**src/rtl/hazard_pkg.sv**
```systemverilog
// Shared definitions for the pipeline hazard controller: FSM state encoding
// and the default HALT drain length.
package hazard_pkg;

    typedef enum logic [1:0] {
        ST_RUN    = 2'd0,
        ST_DRAIN  = 2'd1,
        ST_HALTED = 2'd2
    } hazard_state_e;

    localparam int DRAIN_CYCLES_DEF = 3;

    // The drain counter only ever holds DRAIN_CYCLES-1 down to 0.
    function automatic int drain_cnt_width(input int cycles);
        return (cycles > 1) ? $clog2(cycles) : 1;
    endfunction

endpackage

```
**src/rtl/hazard_detect.sv**
```systemverilog
// Pure combinational operand compare: EX/MEM stall hazards and the
// MEM-to-ID forward selects for the operands consumed in ID.
module hazard_detect #(
    parameter int NB_ADDR = 5
) (
    input  logic [NB_ADDR-1:0] i_id_rs_addr,
    input  logic [NB_ADDR-1:0] i_id_rt_addr,
    input  logic               i_id_uses_rs,
    input  logic               i_id_uses_rt,
    input  logic               i_id_is_branch,
    input  logic               i_ex_regWrite,
    input  logic               i_ex_memRead,
    input  logic [NB_ADDR-1:0] i_ex_wb_addr,
    input  logic               i_mem_regWrite,
    input  logic               i_mem_memRead,
    input  logic [NB_ADDR-1:0] i_mem_wb_addr,
    output logic               o_hz_ex,
    output logic               o_hz_mem,
    output logic               o_forwardA,
    output logic               o_forwardB
);

    logic ex_dst_live, ex_match;
    logic mem_dst_live, mem_rs_match, mem_rt_match;

    // Register 0 is hardwired, so a $0 destination never creates a dependency.
    assign ex_dst_live  = i_ex_regWrite & (i_ex_wb_addr != '0);
    assign ex_match     = (i_id_uses_rs & (i_ex_wb_addr == i_id_rs_addr)) |
                          (i_id_uses_rt & (i_ex_wb_addr == i_id_rt_addr));

    assign mem_dst_live = i_mem_regWrite & (i_mem_wb_addr != '0);
    assign mem_rs_match = i_id_uses_rs & (i_mem_wb_addr == i_id_rs_addr);
    assign mem_rt_match = i_id_uses_rt & (i_mem_wb_addr == i_id_rt_addr);

    assign o_hz_ex    = ex_dst_live & ex_match & (i_ex_memRead | i_id_is_branch);
    assign o_hz_mem   = i_id_is_branch & i_mem_memRead & mem_dst_live &
                        (mem_rs_match | mem_rt_match);

    // Load data is not available in MEM yet, so only ALU results forward.
    assign o_forwardA = mem_dst_live & ~i_mem_memRead & mem_rs_match;
    assign o_forwardB = mem_dst_live & ~i_mem_memRead & mem_rt_match;

endmodule

```
**src/rtl/hazard_ctrl.sv**
```systemverilog
// Pipeline stall/halt controller with MEM-to-ID forwarding. Define
// HAZARD_STALL_CNT_EN to build the saturating hazard-stall counter.
module hazard_ctrl
    import hazard_pkg::*;
#(
    parameter int NB_ADDR      = 5,
    parameter int NB_CNT       = 32,
    parameter int DRAIN_CYCLES = DRAIN_CYCLES_DEF
) (
    input  logic               i_clk,
    input  logic               i_reset,
    input  logic               i_dunit_clk_en,
    input  logic [NB_ADDR-1:0] i_id_rs_addr,
    input  logic [NB_ADDR-1:0] i_id_rt_addr,
    input  logic               i_id_uses_rs,
    input  logic               i_id_uses_rt,
    input  logic               i_id_is_branch,
    input  logic               i_id_halt,
    input  logic               i_ex_regWrite,
    input  logic               i_ex_memRead,
    input  logic [NB_ADDR-1:0] i_ex_wb_addr,
    input  logic               i_mem_regWrite,
    input  logic               i_mem_memRead,
    input  logic [NB_ADDR-1:0] i_mem_wb_addr,
    output logic               o_forwardA,
    output logic               o_forwardB,
    output logic               o_pc_write,
    output logic               o_ifid_write,
    output logic               o_idex_bubble,
    output logic               o_halted,
    output logic [NB_CNT-1:0]  o_stall_count,
    output hazard_state_e      o_state
);

    localparam int NB_DRAIN = drain_cnt_width(DRAIN_CYCLES);

    hazard_state_e       state;
    logic [NB_DRAIN-1:0] drain_cnt;
    logic                hz_ex, hz_mem, hazard;

    hazard_detect #(.NB_ADDR(NB_ADDR)) u_detect (
        .i_id_rs_addr   (i_id_rs_addr),
        .i_id_rt_addr   (i_id_rt_addr),
        .i_id_uses_rs   (i_id_uses_rs),
        .i_id_uses_rt   (i_id_uses_rt),
        .i_id_is_branch (i_id_is_branch),
        .i_ex_regWrite  (i_ex_regWrite),
        .i_ex_memRead   (i_ex_memRead),
        .i_ex_wb_addr   (i_ex_wb_addr),
        .i_mem_regWrite (i_mem_regWrite),
        .i_mem_memRead  (i_mem_memRead),
        .i_mem_wb_addr  (i_mem_wb_addr),
        .o_hz_ex        (hz_ex),
        .o_hz_mem       (hz_mem),
        .o_forwardA     (o_forwardA),
        .o_forwardB     (o_forwardB)
    );

    assign hazard  = hz_ex | hz_mem;
    assign o_state = state;

    // Pipeline enables follow the current cycle's hazard, so they stay combinational.
    always_comb begin
        o_pc_write    = 1'b0;
        o_ifid_write  = 1'b0;
        o_idex_bubble = 1'b0;
        if (i_dunit_clk_en) begin
            case (state)
                ST_RUN: begin
                    if (hazard || i_id_halt) begin
                        o_idex_bubble = 1'b1;
                    end else begin
                        o_pc_write   = 1'b1;
                        o_ifid_write = 1'b1;
                    end
                end
                default: o_idex_bubble = 1'b1;
            endcase
        end
    end

    always_ff @(posedge i_clk) begin
        if (i_reset) begin
            state     <= ST_RUN;
            drain_cnt <= '0;
            o_halted  <= 1'b0;
        end else if (i_dunit_clk_en) begin
            case (state)
                ST_RUN: begin
                    // A stalled HALT waits in ID until its operands clear.
                    if (!hazard && i_id_halt) begin
                        state     <= ST_DRAIN;
                        drain_cnt <= NB_DRAIN'(DRAIN_CYCLES - 1);
                    end
                end
                ST_DRAIN: begin
                    if (drain_cnt == '0) begin
                        state    <= ST_HALTED;
                        o_halted <= 1'b1;
                    end else begin
                        drain_cnt <= drain_cnt - 1'b1;
                    end
                end
                ST_HALTED: state <= ST_HALTED;
                default:   state <= ST_RUN;
            endcase
        end
    end

`ifdef HAZARD_STALL_CNT_EN
    logic [NB_CNT-1:0] stall_cnt;

    always_ff @(posedge i_clk) begin
        if (i_reset) begin
            stall_cnt <= '0;
        end else if (i_dunit_clk_en && state == ST_RUN && hazard && stall_cnt != '1) begin
            stall_cnt <= stall_cnt + 1'b1;
        end
    end

    assign o_stall_count = stall_cnt;
`else
    assign o_stall_count = '0;
`endif

endmodule

```
**config.mk**
```make
export PLATFORM = sky130hd
export DESIGN_NAME = hazard_ctrl
export DESIGN_NICKNAME = d
export VERILOG_FILES = /design/src/rtl/hazard_pkg.sv /design/src/rtl/hazard_detect.sv /design/src/rtl/hazard_ctrl.sv
export SDC_FILE = /design/constraint.sdc
export NUM_CORES = 1
export LEC_CHECK = 0
export CORE_MARGIN = 10
export CORE_UTILIZATION = 33
export CTS_BUF_LIST = sky130_fd_sc_hd__clkbuf_16
export CTS_CLUSTER_DIAMETER = 80
export DETAILED_ROUTE_END_ITERATION = 6
export PLACE_DENSITY = 0.82
export SYNTH_ARGS = -nofsm -noshare
export SYNTH_HDL_FRONTEND = slang
export SYNTH_SLANG_ARGS = --single-unit
export TNS_END_PERCENT = 10
```
**constraint.sdc**
```tcl
create_clock -name i_clk -period 3.5 [get_ports i_clk]
set_input_delay 1.05 -clock i_clk [delete_from_list [all_inputs] [get_ports i_clk]]
set_output_delay 1.05 -clock i_clk [all_outputs]
set_load 0.01 [all_outputs]
```
==> flow_summary.toml <==
[setup_path]
critPathLaunch = "i_mem_wb_addr[0]"
crit_arrival_ns = 2.49
critPathSlowestCell = "or4_4"
cp_top_family = "simple AND/OR/NAND/NOR gates"
reg2reg_depth = 8
critPathLaunchType = "input port"
critPathCaptureType = "primary output"
cp.required_ns = 2.45
cp_slowest_stage_delay_ns = 0.55
critPathKind = "input port to primary output"
path_max_fanout = 3
cp.depth = 7
r2r-start = "o_state[0]$_SDFFE_PP0P_"
path_cells = "buf_8 > or4_4 > o21ai_4 > a211oi_2 > a211o_1 > and2_1 > buf_2"
worst-path-buf-inv = 2

[timing]
min_period_over_period_pct = 101
setup_violations = 1
clock-skew-final_ns = 0.000745
timing.hold.ws_ns = 0.513
fin_crit_ns = 3.54
rsz0062_at_grt = "yes"
worst_slack_ns = -0.0381
slew_viol_final = 0
finalHoldViolCount = 0
fmax_mhz = 283

[global_routing]
first_global_vias = 965
grt_pass1_wl_um = 4760
grt-ovfl-total = 0
antenna_found_initial = 0
grt_max_degree = 7
gr-usage-all-layers_pct = 11.2

[final_layout]
finish.utilization_pct = 58.9
drive_gt1_share_pct = 34.7
postLayoutCellArea_sq_mm = 0.00150
fin_nets = 208
area_growth_pct = 66.5
diodes = 0

[drt]
dr.pass1.iters = 4
via_per_inst = 4.42
route.vias.total = 898
totalWireLength_um = 3050
wire_per_inst_um = 15.0
antenna_left = 0
drc = 0
drtIter0Drc = 22

[logic_synthesis]
syn_area_sq_um = 901
synth_seq_cells = 5
synthDistinctLibCells = 33
async_flop_share_pct = 0
synth.avg_cell_area_sq_um = 8.04
ys_seq_area_share_pct = 11.1
synth_edf_count = 0
ys.flop_type = "dfxtp_1"
syn_inst = 112
ys.warnings.count = 0

[clocking]
clk_pin_slew_ns = 0.03
ctsHoldBuffers = 0
cts_tree = "yes"
cts_max_level = 1
cts_sinks = 5
cts_made_buffers = 3
cts_max_path_buffers = 2
clockRootBuffer = "clkbuf_16"
clk_latency_ns = 0.23

[die]
num_rows = 18
initial_core_util_pct = 35.4
core_area_sq_mm = 0.00254
die_h_um = 72.3
ioPinCount = 71
die-area_sq_mm = 0.00522
die_w_um = 72.3

[placement]
dp_hpwl_um = 2490
gp_congestion = 0.802
placed_area_sq_mm = 0.00133
portBuffers = 38

[hold_path]
hold_path_depth = 2
hold_path.class = "flop to flop"
hp-start = "o_halted$_SDFFE_PP0P_"

[power_and_ir_drop]
power.leakage_nw = 0.721
total_power_mw = 0.434
irDropWorstVdd_mv = 0.537
cellPowerDensity_mw_per_mm2 = 289

[run]
maxCapViolCount = 0

[status]
violations = "setup timing"
status = "finished, violations left"
## logic make-up after synthesis
group | synth area share, %
buffers and inverters | 30.0
and+or+nand+nor | 20.7
xor gates and xnor gates | 19.4
AOI/OAI and AO/OA | 11.9
DFF | 11.1
adders and majority gates | 4.17
muxes | 2.22
other | 0.416
## cells in the final DEF (no fill, tap or decap), drive strengths merged, types with 2 or more instances in the layout
cell	Yosys	layout
nor4	2	2
and2	2	2
nor3	5	5
nand2	4	4
conb	1	32
mux2i	2	2
clkdlybuf4s50	0	14
xnor2	12	12
ha	3	3
a21oi	3	3
dlymetal6s2s	0	6
dfxtp	5	5
nand3	4	4
o21ai	2	2
nor2	6	6
nand2b	2	2
inv	6	7
clkbuf	0	8
nand4	2	2
xor2	8	8
buf	33	33
## worst min-delay path, delay by kind of cell (launching register included)
kind             cells  cell delay, ns
flip-flops           1            0.33
AO/OA/AOI/OAI        1            0.06
AND/OR/NAND/NOR      1            0.09
## per-stage QoR
stage | worst slack, ns | std cells | setup TNS [ns]
floorplan | 0.00964 | 143 | 0
global placement | -0.793 | 196 | -3.48
detailed placement | -0.856 | 196 | -3.70
CTS | -0.0634 | 202 | -0.0634
global route | -0.117 | 203 | -0.279
finish | -0.0381 | 203 | -0.0381
## cell usage after synthesis (2+ instances only)
cell / number / area [sq um]
buf_4: 33 / 248
xnor2_1: 12 / 105
xor2_1: 8 / 70.1
inv_1: 6 / 22.5
nor2_1: 6 / 22.5
dfxtp_1: 5 / 100
nand2_1: 4 / 15.0
a21oi_1: 3 / 15.0
ha_1: 3 / 37.5
nand3_1: 3 / 15.0
nor3_1: 3 / 15.0
mux2i_1: 2 / 20.0
nand2b_1: 2 / 12.5
nand4_1: 2 / 12.5
nor3_2: 2 / 20.0
## layout make-up
type / instances / area (sq um)
clock buffer: 3 / 75.1
clock inverter: 1 / 3.75
fill: 229 / 1040
inverter: 6 / 22.5
multi-input combinational: 99 / 748
sequential: 5 / 100
tap: 30 / 37.5
timing repair buffer: 59 / 513
## layer usage
layer	vias up	part of all wire [%]	track usage (%)
met5	-	0	0
met4	0	2.6	5.38
met3	8	9.0	4.08
met2	44	53	20.8
met1	413	36	10.6
li1	433	-	-
## power by group
part / switching (mW) / internal (mW) / total, mW
Clock: 0.0371 / 0.148 / 0.185
Sequential: 0.00379 / 0.0630 / 0.0668
Combinational: 0.0908 / 0.0914 / 0.182
Total: 0.132 / 0.302 / 0.434
## flip-flops by register name, summed over array words and instances, names as in the netlist
signal	count
o_state	2
drain_cnt	2
o_halted	1
## worst paths after layout
kind | endpoint | slack [ns]
setup reg to reg | o_state[0]$_SDFFE_PP0P_ | 1.92
hold / removal | o_halted$_SDFFE_PP0P_ | 0.51
hold reg to reg | o_halted$_SDFFE_PP0P_ | 0.51
setup / recovery | o_idex_bubble | -0.04
## repair_timing
item                                   CTS  global route
resized for setup                       65            35
buffers inserted                         2             1
setup endpoints to repair                5             5
endpoints found under the hold margin    0             0
pin swaps                               12            12
Note: power is estimated with default switching activity, not from simulation.
